[src/rtl/sort_feeder_pkg.sv]
// sort_feeder_pkg
//  Shared constants and FSM state encoding for the sort_feeder block.
//  W and N must match the downstream 8-entry, 4-bit bubble sorter.
package sort_feeder_pkg;

  localparam int W            = 4;    // nibble width, must match the sorter
  localparam int N            = 8;    // batch size, must match the sorter depth
  localparam int FIFO_DEPTH   = 16;   // input FIFO entries (power of 2, >= N)
  localparam int SORT_TMO_MAX = 255;  // BUSY cycles tolerated without Waiting

  typedef enum logic [2:0] {
    S_FILL   = 3'd0,
    S_LOAD   = 3'd1,
    S_SETTLE = 3'd2,
    S_SORT   = 3'd3,
    S_BUSY   = 3'd4,
    S_SEND   = 3'd5,
    S_DRAIN  = 3'd6
  } state_t;

endpackage

[src/rtl/sort_feeder_if.sv]
// sort_feeder_if
//  Valid/ready nibble stream from the source into sort_feeder.
//  Signals:
//   valid  source has a nibble this cycle
//   data   the nibble
//   ready  sink can accept (a transfer happens on valid & ready)
//  Modports: master = nibble source, slave = sort_feeder.
interface sort_feeder_if import sort_feeder_pkg::*; #(
  parameter int DW = W
) ();
  logic          valid;
  logic [DW-1:0] data;
  logic          ready;

  modport master (output valid, output data, input ready);
  modport slave  (input valid, input data, output ready);
endinterface

[src/rtl/sort_feeder_fifo.sv]
// sync_fifo
//  Single-clock FIFO buffering source nibbles ahead of the sorter.
//  Ports:
//   clk, rst_n  clock, asynchronous active-low reset (empties the FIFO)
//   i_push      write request (ignored while full)
//   i_data      write data
//   i_pop       read request (ignored while empty)
//   o_head      oldest entry, visible combinationally
//   o_count     number of stored entries (0..DEPTH)
//   o_full      count == DEPTH
//   o_empty     count == 0
module sync_fifo #(
  parameter int DW    = 4,
  parameter int DEPTH = 16
) (
  input  logic                     clk,
  input  logic                     rst_n,
  input  logic                     i_push,
  input  logic [DW-1:0]            i_data,
  input  logic                     i_pop,
  output logic [DW-1:0]            o_head,
  output logic [$clog2(DEPTH):0]   o_count,
  output logic                     o_full,
  output logic                     o_empty
);
  localparam int AW = $clog2(DEPTH);
  localparam int CW = AW + 1;

  logic [DW-1:0] r_mem [DEPTH];
  logic [AW-1:0] r_wr_ptr;
  logic [AW-1:0] r_rd_ptr;
  logic [CW-1:0] r_count;
  logic          w_push;
  logic          w_pop;

  assign o_full  = (r_count == CW'(DEPTH));
  assign o_empty = (r_count == '0);
  assign w_push  = i_push && !o_full;
  assign w_pop   = i_pop && !o_empty;
  assign o_head  = r_mem[r_rd_ptr];
  assign o_count = r_count;

  // Storage carries no reset; only pointers and count define validity.
  always_ff @(posedge clk) begin
    if (w_push) begin
      r_mem[r_wr_ptr] <= i_data;
    end
  end

  // Pointers wrap naturally because DEPTH is a power of 2.
  always_ff @(posedge clk or negedge rst_n) begin
    if (!rst_n) begin
      r_wr_ptr <= '0;
      r_rd_ptr <= '0;
      r_count  <= '0;
    end else begin
      if (w_push) r_wr_ptr <= r_wr_ptr + AW'(1);
      if (w_pop)  r_rd_ptr <= r_rd_ptr + AW'(1);
      case ({w_push, w_pop})
        2'b10:   r_count <= r_count + CW'(1);
        2'b01:   r_count <= r_count - CW'(1);
        default: r_count <= r_count;
      endcase
    end
  end

endmodule

[src/rtl/sort_feeder.sv]
// sort_feeder
//  Upstream sequencer for the 8-entry, 4-bit bubble sorter. Buffers source
//  nibbles, hands each batch of N to the sorter with Load, then strobes Sort
//  and Send, and flags the N cycles in which the sorter's Data_out is valid.
//  Ports:
//   clk, rst_n         clock, asynchronous active-low reset
//   src                nibble stream in (sort_feeder_if.slave)
//   i_sorter_ready     sorter idle
//   i_sorter_waiting   sorter finished, holding result
//   o_load/o_sort/o_send  sorter strobes
//   o_data_to_sorter   sorter Data_in (FIFO head during load, else 0)
//   i_drain_req        downstream can take a sorted batch (sampled in BUSY)
//   o_out_valid        sorter Data_out valid this cycle
//   o_sort_err         sticky sort timeout
//   o_batch_cnt        batches fully drained, wraps
module sort_feeder import sort_feeder_pkg::*; #(
  parameter int DEPTH    = FIFO_DEPTH,
  parameter int SORT_TMO = SORT_TMO_MAX
) (
  input  logic                clk,
  input  logic                rst_n,
  sort_feeder_if.slave        src,
  input  logic                i_sorter_ready,
  input  logic                i_sorter_waiting,
  output logic                o_load,
  output logic                o_sort,
  output logic                o_send,
  output logic [W-1:0]        o_data_to_sorter,
  input  logic                i_drain_req,
  output logic                o_out_valid,
  output logic                o_sort_err,
  output logic [7:0]          o_batch_cnt
);
  localparam int CW = $clog2(DEPTH) + 1;
  localparam int KW = $clog2(N) + 1;

  state_t        r_state;
  logic          r_load;
  logic          r_sort;
  logic          r_send;
  logic          r_out_valid;
  logic          r_sort_err;
  logic [KW-1:0] r_ld_cnt;
  logic [KW-1:0] r_dr_cnt;
  logic [7:0]    r_tmo;
  logic [7:0]    r_batch_cnt;

  logic          w_full;
  logic          w_empty;
  logic          w_pop;
  logic [CW-1:0] w_count;
  logic [W-1:0]  w_head;

  assign w_pop     = (r_state == S_LOAD) && !w_empty;
  assign src.ready = !w_full;

  sync_fifo #(
    .DW    (W),
    .DEPTH (DEPTH)
  ) u_fifo (
    .clk     (clk),
    .rst_n   (rst_n),
    .i_push  (src.valid),
    .i_data  (src.data),
    .i_pop   (w_pop),
    .o_head  (w_head),
    .o_count (w_count),
    .o_full  (w_full),
    .o_empty (w_empty)
  );

  // The head is masked outside load so Data_in reads 0 after reset,
  // when the head slot holds stale contents.
  assign o_data_to_sorter = r_load ? w_head : '0;
  assign o_load           = r_load;
  assign o_sort           = r_sort;
  assign o_send           = r_send;
  assign o_out_valid      = r_out_valid;
  assign o_sort_err       = r_sort_err;
  assign o_batch_cnt      = r_batch_cnt;

  // Strobes are set on the transition into their state, so each is high
  // exactly while the FSM sits in it. The timeout only runs while the
  // sorter has not yet reported Waiting, so a held drain_req=0 never trips it.
  always_ff @(posedge clk or negedge rst_n) begin
    if (!rst_n) begin
      r_state     <= S_FILL;
      r_load      <= 1'b0;
      r_sort      <= 1'b0;
      r_send      <= 1'b0;
      r_out_valid <= 1'b0;
      r_sort_err  <= 1'b0;
      r_ld_cnt    <= '0;
      r_dr_cnt    <= '0;
      r_tmo       <= '0;
      r_batch_cnt <= '0;
    end else begin
      case (r_state)
        S_FILL: begin
          if (w_count >= CW'(N) && i_sorter_ready) begin
            r_state  <= S_LOAD;
            r_load   <= 1'b1;
            r_ld_cnt <= '0;
          end
        end
        S_LOAD: begin
          if (r_ld_cnt == KW'(N - 1)) begin
            r_state <= S_SETTLE;
            r_load  <= 1'b0;
          end else begin
            r_ld_cnt <= r_ld_cnt + KW'(1);
          end
        end
        S_SETTLE: begin
          if (i_sorter_ready) begin
            r_state <= S_SORT;
            r_sort  <= 1'b1;
          end
        end
        S_SORT: begin
          r_sort  <= 1'b0;
          r_tmo   <= '0;
          r_state <= S_BUSY;
        end
        S_BUSY: begin
          if (i_sorter_waiting && i_drain_req) begin
            r_state <= S_SEND;
            r_send  <= 1'b1;
          end else if (!i_sorter_waiting) begin
            if (r_tmo == 8'(SORT_TMO - 1)) begin
              r_sort_err <= 1'b1;
              r_state    <= S_FILL;
            end else if (r_tmo != 8'hFF) begin
              r_tmo <= r_tmo + 8'd1;
            end
          end
        end
        S_SEND: begin
          r_send      <= 1'b0;
          r_out_valid <= 1'b1;
          r_dr_cnt    <= '0;
          r_state     <= S_DRAIN;
        end
        S_DRAIN: begin
          if (r_dr_cnt == KW'(N - 1)) begin
            r_out_valid <= 1'b0;
            r_batch_cnt <= r_batch_cnt + 8'd1;
            r_state     <= S_FILL;
          end else begin
            r_dr_cnt <= r_dr_cnt + KW'(1);
          end
        end
        default: r_state <= S_FILL;
      endcase
    end
  end

endmodule

[src/flat_wrapper.sv]
// flat-port wrapper written by rule: the top's interface ports become plain ports
module sort_feeder_flat import sort_feeder_pkg::*;
#(
  parameter int DEPTH    = FIFO_DEPTH,
  parameter int SORT_TMO = SORT_TMO_MAX
)
  (clk, rst_n, i_sorter_ready, i_sorter_waiting, o_load, o_sort, o_send, o_data_to_sorter, i_drain_req, o_out_valid, o_sort_err, o_batch_cnt, src_valid, src_data, src_ready);
  sort_feeder_if #(.DW(W)) src_i ();
  input  logic clk;
  input  logic rst_n;
  input  logic i_sorter_ready;
  input  logic i_sorter_waiting;
  output logic o_load;
  output logic o_sort;
  output logic o_send;
  output logic [W-1:0] o_data_to_sorter;
  input  logic i_drain_req;
  output logic o_out_valid;
  output logic o_sort_err;
  output logic [7:0] o_batch_cnt;
  input wire logic [$bits(src_i.valid)-1:0] src_valid;
  input wire logic [$bits(src_i.data)-1:0] src_data;
  output wire logic [$bits(src_i.ready)-1:0] src_ready;
  assign src_i.valid = src_valid;
  assign src_i.data = src_data;
  assign src_ready = src_i.ready;
  sort_feeder #(.DEPTH(DEPTH), .SORT_TMO(SORT_TMO)) u_core (.clk(clk), .rst_n(rst_n), .src(src_i), .i_sorter_ready(i_sorter_ready), .i_sorter_waiting(i_sorter_waiting), .o_load(o_load), .o_sort(o_sort), .o_send(o_send), .o_data_to_sorter(o_data_to_sorter), .i_drain_req(i_drain_req), .o_out_valid(o_out_valid), .o_sort_err(o_sort_err), .o_batch_cnt(o_batch_cnt));
endmodule
[config.mk]
export PLATFORM = sky130hd
export DESIGN_NAME = sort_feeder_flat
export DESIGN_NICKNAME = d
export VERILOG_FILES = /design/src/rtl/sort_feeder_pkg.sv /design/src/rtl/sort_feeder_if.sv /design/src/rtl/sort_feeder_fifo.sv /design/src/rtl/sort_feeder.sv /design/src/flat_wrapper.sv
export SDC_FILE = /design/constraint.sdc
export NUM_CORES = 1
export LEC_CHECK = 0
export ABC_AREA = 1
export CAP_MARGIN = 30
export CORE_UTILIZATION = 40
export DETAILED_ROUTE_END_ITERATION = 10
export MAX_ROUTING_LAYER = met4
export SYNTH_ARGS = -nofsm -noshare
export SYNTH_HDL_FRONTEND = slang
export SYNTH_SLANG_ARGS = --single-unit
export TNS_END_PERCENT = 30
[constraint.sdc]
create_clock -name clk -period 2.3 [get_ports clk]
set_input_delay 0.46 -clock clk [delete_from_list [all_inputs] [get_ports clk]]
set_output_delay 0.46 -clock clk [all_outputs]
set_load 0.01 [all_outputs]
After elaboration in Yosys (flattened, before gate mapping)
Memories as Yosys holds them, arrays and structs flattened. Index checks and enable logic that the tools add are counted.

Order comparisons: 1. Reductions and logical operators: 25. Bitwise logic cells: 2. Equal/unequal tests: 26. Multiplexer cells: 31. Add/sub/neg operators: 8.

Operators by type and width (number): 2-to-1 mux 8 bit (4); 2-to-1 mux 3 bit (7); one-hot mux 3 bit (7 select lines) (1); adder 4 x 1 -> 4 bit (second input constant) (4); adder 8 x 1 -> 8 bit (second input constant) (2); 2-to-1 mux 4 bit (4); one-hot mux 4 bit (2 select lines) (2); one-hot mux 8 bit (2 select lines) (1); != test 2 bit (second input constant) (7); nonzero test 2 bit (6); one-hot mux 5 bit (2 select lines) (1); AND reduction 2 bit (5); equality test 3 bit (second input constant) (3); equality test 4 x 3 -> 1 bit (second input constant) (2); equality test 8 bit (second input constant) (1); != test 2 x 1 -> 1 bit (second input constant) (4); != test 8 bit (second input constant) (1); one-hot mux 1 bit (2 select lines) (4); 2-to-1 mux 1 bit (7); equality test 3 x 2 -> 1 bit (second input constant) (2); AND reduction 3 bit (2); AND reduction 6 bit (1); adder 5 x 1 -> 5 bit (second input constant) (1); equality test 5 bit (second input constant) (1); 14 further kinds (20).

Logic and storage cells: 107. Bits in writable memories: 64. Flip-flop bits (word level): 45. Memories: 1. Input port bits: 10. Output and inout bits: 18.

Memories: u_core.u_fifo.r_mem (depth 16, width 4, read ports 1, clocked after Yosys merged registers in 0, wr ports 1, line sort_feeder_fifo.sv:29) `logic [DW-1:0] r_mem [DEPTH];`.

Longest topological paths before layout
Gate-level depths: netlist (run 1).

Depth after elaboration: 6. Depth in mapped cells: 16. Mapped depth without buffers: 16.

By module
A second synthesis (run 1) with hierarchy kept.

Cells, all modules: 629. Area, all modules: 5532.8 µm².

By module, submodules not included: sync_fifo (area each 3618.5 µm², cells each 374, times used 1); sort_feeder (area each 1914.3 µm², cells each 255, times used 1).

Worst setup path before layout (run 1)
No wires, ideal clock.

Kind: flip-flop to flip-flop. From: register u_core.u_fifo.r_count[0], in the netlist u_core.u_fifo.o_count[0]. To: register u_core.u_fifo.r_count[4], in the netlist u_core.u_fifo.o_count[4]. Setup slack: -0.026 ns. Setup time: 0.117 ns. Stages on the path, launching flop included: 15. Period minus slack after synthesis: 2.326 ns. Data required time: 2.183 ns. Data arrival time: 2.209 ns. Buffers on the path: 1. Cells stage by stage: dfrtp_1 nor4_4 nand2_2 nand2_2 buf_4 ha_1 xor2_1 ha_1 inv_1 nand2_1 nand3_1 a21oi_1 nand2_1 nand2_1 nand2_1.

Elaborated cells on any way between the ends: 13. Those cells by class: 2 x add/sub; 3 x eq/ne; 1 x mux; 7 x reduce/logical.

RTL lines: from (decl) (line sort_feeder_fifo.sv:32) `logic [CW-1:0] r_count;`; from (signal assigned) (line sort_feeder_fifo.sv:60) `2'b10: r_count <= r_count + CW'(1);`; from (signal assigned) (line sort_feeder_fifo.sv:61) `2'b01: r_count <= r_count - CW'(1);`; from (signal assigned) (line sort_feeder_fifo.sv:62) `default: r_count <= r_count;`; equality test 5 bit (*) (line sort_feeder_fifo.sv:36) `assign o_full = (r_count == CW'(DEPTH));`; zero test 1 bit (*); via src_ready (line flat_wrapper.sv:23) `output wire logic [$bits(src_i.ready)-1:0] src_ready;`; logical AND 1 bit (*) (line sort_feeder_fifo.sv:38) `assign w_push = i_push && !o_full;`; equality test 2 x 1 -> 1 bit / equality test 2 bit (equally long branches) (line sort_feeder_fifo.sv:59) `case ({w_push, w_pop})`; one-hot mux 5 bit (2 select lines) / nonzero test 2 bit (equally long branches).

Mark *: on every way through the listed nets, which the timed path passes. The rest lies on a longest branch. A chain may end at the register's enable or synchronous reset.

Worst setup path after layout (run 1)
From: register u_core.u_fifo.r_rd_ptr[0]. To: output o_data_to_sorter[0].

Cells in the longest elaborated chain, start to end: 2.

Ends and longest elaborated chain: from (decl) (line sort_feeder_fifo.sv:31) `logic [AW-1:0] r_rd_ptr;`; from (signal assigned) (line sort_feeder_fifo.sv:58) `if (w_pop) r_rd_ptr <= r_rd_ptr + AW'(1);`; memory read (16 x 4 bit); 2-to-1 mux 4 bit (line sort_feeder.sv:74) `assign o_data_to_sorter = r_load ? w_head : '0;`; to (decl) (line flat_wrapper.sv:16) `output logic [W-1:0] o_data_to_sorter;`.

No other way between the ends.

==> impl_metrics.yaml, run 1 <==
status:
  outcome: "finished, violations left"
  violations: "negative setup slack"
detailed_routing:
  first_pass_iters: 5
  wl_mm: 11.59
  via_per_inst: 4.826
  wl_met1_mm: 5.384
  drc: 0
  vias: 4136
  drt_iter0_drc: 312
  wire_per_inst_um: 13.53
  dr_wl_met3_um: 485
  routed.top_layer: "met4"
  route.met2.wl_mm: 5.433
  ant_nets: 0
placement:
  dp_hpwl_mm: 8.218
  place_congestion: 0.8654
  dp_cells: 840
  pre_cts_ws_ps: 14.47
  place_area_um2: 6162
  port_buffers: 27
sta:
  layout_setup_ws_ps: -13.21
  finalHoldViolations: 0
  slew_headroom_pct: 57.55
  clock.fmax_mhz: 432.3
  finalClockSkew_ps: 7.592
  period_minus_slack_ps: 2313
  drv_slew: 0
  worst_pin_slew_ps: 634.8
  rsz0062_at_grt: "yes"
  fin_crit_sh_pct: 100.6
  setup_viol: 1
clock_tree:
  insertion_delay_ps: 360
  cts.path.max_buffers: 2
  cts_tree: "done"
  clock-root-buffer: "clkbuf_16"
  cts_hold_buf: 0
  cts-buffers-inserted: 9
  cts.sinks: 109
  htreeDepth: 3
  clkTransAtPathRegs_ps: 70
critical_path:
  critPathMostFrequentCell: "nand2_1"
  cp_cell_sequence: "inv_4 -> buf_4 -> nand2_1 -> nand2_1 -> nand2_1 -> nand3_1 -> nand3_1 -> a21oi_1 -> clkdlybuf4s15_2"
  crit_type: "flop to primary output"
  cp_slowest_stage_delay_ps: 450
  crit_buf_inv: 3
  worstPathArrival_ps: 1850
  crit_family: "buffers and inverters"
  cp_max_fo: 9
  end_kind: "primary output"
  cp.required_ps: 1840
  slowest_stage: "dfrtp_2"
  crit_path_start_kind: "flop"
die:
  die_w_um: 119.0
  io_pins: 28
  rows: 42
  die_h_um: 119.0
  start_util_pct: 41.17
  coreArea_um2: 13300
  dieArea_um2: 14160
finish:
  synthToLayoutAreaGrowth_pct: 18.70
  fin_cells: 857
  postLayoutCellArea_um2: 6497
  diodes: 0
  final_common_cell: "nand2_1"
  final_core_util_pct: 48.87
  num-nets-final: 699
  mostFrequentLayoutCells: "nand2_1 (212), inv_1 (76), nand3_1 (67)"
  layout-drive-gt1-share_pct: 14.83
synth:
  yosys_warnings: 0
  synth_cell_type_count: 33
  synth_top_cell_area_share_pct: 35.11
  synth_mux_area_share_pct: 0
  ys_ff_latch: 109
  yosys.area.top_type: "edfxtp_1"
  synth_compound_area_share_pct: 2.629
  syn_avg_cell_area_um2: 8.930
  synth_cells: 613
  synth_top_family_by_area: "simple AND/OR/NAND/NOR gates"
  syn_nets: 636
  synthTopCellsByArea: "edfxtp_1 (35%), dfrtp_1 (21%), nand2_1 (15%)"
  synth_xor_area_share_pct: 2.240
  synth_fa_ha_area_share_pct: 2.971
  yosys.area_share.simple_pct: 28.98
  seq_area_frac_synth_pct: 55.68
  synth_area_um2: 5474
pwr:
  power.total_mw: 6.896
  cellLeakagePower_nw: 2.984
  vdd_ir_drop_max_uv: 446.9
  p_per_area_nw_per_um2: 1061
global_route:
  grt_pass1_vias: 4093
  overflow: 0
  grt_first_pass_wirelength_mm: 19.71
  grt_max_degree: 46
  grtUsageTotal_pct: 18.48
  antenna_found_initial: 0
min_path:
  hold_path_class: "input pin to asynchronous set/reset pin"
job:
  cap_viol_max_count: 0
layout make-up:
class	count	area [um^2]
Inverter	82	310.3
Clock inverter	6	62.56
Timing Repair Buffer	67	564.3
Fill cell	1216	6798
Multi-Input combinational cell	407	2061
Tap cell	176	220.2
Clock buffer	10	229.0
Sequential cell	109	3050
metrics by stage:
stage	setup TNS [ps]	hold slack (ps)
4_1_cts	0	200.8
3_5_place_dp	0	464.8
3_3_place_gp	0	464.1
5_1_grt	-296.0	233.6
6_report	-13.21	179.3
2_1_floorplan	0	164.4
worst paths after layout:
check                           cells after the start                       from  slack, ps                         to
min in group clk                                    1          u_core.o_sort_err        480          u_core.o_sort_err
worst max-delay path                                9  u_core.u_fifo.r_rd_ptr[0]        -10        o_data_to_sorter[0]
max in group asynchronous                           2                      rst_n       1710  u_core.u_fifo.r_rd_ptr[0]
worst max register to register                     14   u_core.u_fifo.o_count[2]        120   u_core.u_fifo.o_count[4]
worst min register to register                      1          u_core.o_sort_err        480          u_core.o_sort_err
worst min-delay path                                2                      rst_n        180            u_core.r_tmo[1]
cell usage after synthesis, drive strengths merged:
cell and instances:
ha 13, nor3b 1, dfrtp 45, and3 1
edfxtp 64, nor4 1, xnor2 4, o21ai 13
o21bai 1, nand3b 1, xor2 10, nand2 222
nor2 27, nand4 6, nand3 73, a21boi 1
a21oi 12, inv 82, nor3 20, or2 1
buf 14, clkbuf 1
worst register-to-register path, stage by stage, from the launching register on:
cell	delay (ps)
dfrtp_1	460
nor4_4	280
nand2_1	120
nand2_2	110
inv_2	50
ha_4	160
xor2_2	170
ha_2	190
inv_1	50
nand2_2	80
nand3_2	90
a21oi_2	160
nand2_1	60
nand2_1	50
nand2_1	50
metal layers:
metal | global-route usage [%] | vias to the layer above
met5 | - | -
met4 | 7.991 | 0
met3 | 3.544 | 20
met2 | 28.96 | 111
met1 | 23.36 | 1917
li1 | - | 2088
flip-flops by register name, indices dropped and copies added, names as in the netlist:
| signal | cells |
|---|---|
| u_core.o_sort | 1 |
| u_core.u_fifo.r_rd_ptr | 4 |
| u_core.r_state | 3 |
| u_core.r_ld_cnt | 4 |
| u_core.o_send | 1 |
| u_core.o_batch_cnt | 8 |
| u_core.r_tmo | 8 |
| u_core.o_out_valid | 1 |
| u_core.u_fifo.o_count | 5 |
| u_core.o_sort_err | 1 |
| u_core.u_fifo.r_mem | 64 |
| u_core.r_dr_cnt | 4 |
| u_core.o_load | 1 |
| u_core.u_fifo.r_wr_ptr | 4 |
cell families (layout without fill, tap and decap cells):
| family | after synthesis | count (layout) |
|---|---|---|
| and+or+nand+nor | 353 | 353 |
| adders and majority gates | 13 | 13 |
| AOI/OAI and AO/OA | 27 | 27 |
| xor gates and xnor gates | 14 | 14 |
| buffers and inverters | 97 | 165 |
| DFF | 109 | 109 |
power breakdown:
part | leakage [nW] | internal [mW] | total [mW] | switching [mW]
sequential | 1.16 | 2.40 | 2.65 | 0.255
clock | 0.143 | 0.845 | 1.55 | 0.708
combinational | 1.68 | 1.01 | 2.69 | 1.68
total | 2.98 | 4.26 | 6.90 | 2.64
timing repair:
item / 4_1_cts / 5_1_grt
gates resized for setup: 16 / 12
pin swaps: 1 / 8
buffers inserted: 0 / 1
setup endpoints to repair: 5 / 7
(Power assumes the default switching activity.)
==> inputs of run 2 (changes only) <==
--- a/config.mk
+++ b/config.mk
@@ -12,5 +12,6 @@
 export MAX_ROUTING_LAYER = met4
 export SYNTH_ARGS = -nofsm -noshare
 export SYNTH_HDL_FRONTEND = slang
+export SYNTH_HIERARCHICAL = 1
 export SYNTH_SLANG_ARGS = --single-unit
 export TNS_END_PERCENT = 30
==> run 2 against run 1 <==
The run now ends clean. Synthesized area rose by 1.1%. Flip-flop and latch count did not move. Register-to-register slack improved by 60 ps. Final area rose by 1.6%. Combinational power rose by 20%. Critical endpoint is now o_data_to_sorter[3]. Via count fell by 0.29%. Utilization rose by 0.58 points. Global-route usage fell by 0.66 points. Sequential power barely moved. Final cell count rose by 1.2%. Hold slack improved by 10 ps.
==> impl_metrics.yaml, run 2 <==
synth:
  syn_nets: 654
  synthTopCellsByCount: "nand2_1 (217), nor2_1 (74), edfxtp_1 (64), inv_1 (64), nand3_1 (52)"
  synth_top_family_by_area: "simple AND/OR/NAND/NOR gates"
  synthTopCellsByArea: "edfxtp_1 (35%), dfrtp_1 (20%), nand2_1 (15%)"
  synth_xor_area_share_pct: 2.374
  synth_compound_area_share_pct: 2.442
  synth_area_um2: 5533
  synth_top_cell_area_share_pct: 34.74
  synth_mux_area_share_pct: 0
  syn_avg_cell_area_um2: 8.796
  ys_ff_latch: 109
  async_reset_ff_share_pct: 41.28
  synth_edf_count: 64
  synth_cells: 629
  synth.most_common_cell: "nand2_1"
  seq_area_frac_synth_pct: 55.09
  yosys_warnings: 6
  synth_fa_ha_area_share_pct: 3.528
  yosys.area_share.simple_pct: 29.62
  yosys.area.top_type: "edfxtp_1"
  synth_ff_type: "edfxtp_1"
  synth_cell_type_count: 38
placement:
  dp_hpwl_mm: 8.012
  port_buffers: 27
  place_congestion: 0.8324
die:
  die_w_um: 119.6
  io_pins: 28
  die_h_um: 119.6
  start_util_pct: 41.45
  dieArea_um2: 14310
  rows: 42
  coreArea_um2: 13350
detailed_routing:
  first_pass_iters: 4
  via_per_inst: 4.757
  drc: 0
  wire_per_inst_um: 13.50
  vias: 4124
  ant_nets: 0
  wl_mm: 11.70
  drt_iter0_drc: 211
clock_tree:
  cts-buffers-inserted: 9
  clock-root-buffer: "clkbuf_16"
  clkTransAtPathRegs_ps: 70
  cts.sinks: 109
  insertion_delay_ps: 350
  cts.path.max_buffers: 2
  htreeDepth: 3
  cts_tree: "done"
  cts_hold_buf: 0
global_route:
  grt_pass1_vias: 4028
  antenna_found_initial: 0
  grt_first_pass_wirelength_mm: 19.41
  overflow: 0
  grt_max_degree: 46
  grtUsageTotal_pct: 17.81
critical_path:
  startpoint: "u_core/u_fifo/r_rd_ptr[0]"
  r2r-start: "u_core/u_fifo/o_count[1]"
  crit_family: "buffers and inverters"
  crit_type: "flop to primary output"
  cp_cell_sequence: "buf_12 -> buf_6 -> nor2_1 -> nor2_1 -> nor2_1 -> nand2_1 -> nand2_1 -> nand2_1 -> inv_1 -> buf_2"
  cp_max_fo: 10
  end_kind: "primary output"
  cp_slowest_stage_delay_ps: 470
  worstPathArrival_ps: 1750
  slowest_stage: "dfrtp_2"
  cp.required_ps: 1840
  crit_buf_inv: 4
  crit_path_start_kind: "flop"
pwr:
  cellLeakagePower_nw: 2.995
  vdd_ir_drop_max_uv: 588.6
  p_per_area_nw_per_um2: 1113
sta:
  finalHoldViolations: 0
  finalClockSkew_ps: 9.515
  period_minus_slack_ps: 2210
  setup_tns_ps: 0
  fin_crit_sh_pct: 96.10
  clock.fmax_mhz: 452.4
  slew_headroom_pct: 61.59
  worst_pin_slew_ps: 576.2
  setup_viol: 0
  drv_slew: 0
finish:
  final_core_util_pct: 49.45
  layout-drive-gt1-share_pct: 15.63
  mostFrequentLayoutCells: "nand2_1 (216), nor2_1 (68), edfxtp_1 (64)"
  synthToLayoutAreaGrowth_pct: 19.29
  num-nets-final: 711
  final_common_cell: "nand2_1"
  top_register: "u_core/u_fifo/r_mem"
  diodes: 0
  largest_reg_flops: 64
job:
  cap_viol_max_count: 0
min_path:
  hold_path_class: "input pin to asynchronous set/reset pin"
status:
  outcome: "completed"
## run 2: where the power goes
group / internal, mW / switching, mW
registers: 2.40 / 0.245
logic: 1.34 / 1.88
clock network: 0.749 / 0.729
total: 4.49 / 2.86
## run 2: area by class of cell
class	count	area (um^2)
clock buffers	9	225.2
fillers	1270	6748
inverters	76	302.8
repair inverters	1	16.27
flip-flops and latches	109	3049
multi-input cells	433	2173
repair buffers	56	551.8
clock inverters	7	61.31
well taps	176	220.2
## run 2: metal layers
metal	track usage (%)	vias to the layer above	share of wire, %
met5	-	-	0
met4	4.297	0	1.4
met3	4.230	14	3.5
met2	29.34	57	49
met1	22.17	1942	46
li1	-	2111	-
## run 2: stage by stage
stage,power (mW),hold slack [ps],cells,worst slack [ps],instance area (um^2)
floorplan,4.681,164.4,629,154.2,5533
global placement,5.476,459.5,839,45.13,6077
detailed placement,5.516,462.0,839,25.23,6077
CTS,7.307,208.5,864,-5.776,6513
global route,7.905,251.6,867,-2.441,6600
finish,7.346,189.7,867,89.66,6600
## run 2: what timing repair did
action | 4_1_cts | 5_1_grt
buffers inserted | 6 | 3
gates resized for setup | 21 | 25
endpoints found under the setup margin | 5 | 6
gates cloned | 3 | 0
pin swaps | 4 | 11
## run 2: path summary, 6_finish.rpt
path,slack (ps),cells after the start,endpoint
max in group asynchronous,1690,2,u_core/u_fifo/r_rd_ptr[0]
hold / removal,190,2,u_core/o_batch_cnt[3]
min in group clk,480,2,u_core/o_out_valid
hold reg to reg,480,2,u_core/o_out_valid
setup / recovery,90,10,o_data_to_sorter[3]
setup reg to reg,180,13,u_core/u_fifo/o_count[4]
## run 2: cell families (layout without fill, tap and decap cells)
logic type / Yosys count / in the layout
compound gates: 25 / 25
xor+xnor: 15 / 15
fa+ha+maj: 15 / 15
buf+inv: 87 / 149
flops: 109 / 109
simple gates: 378 / 378
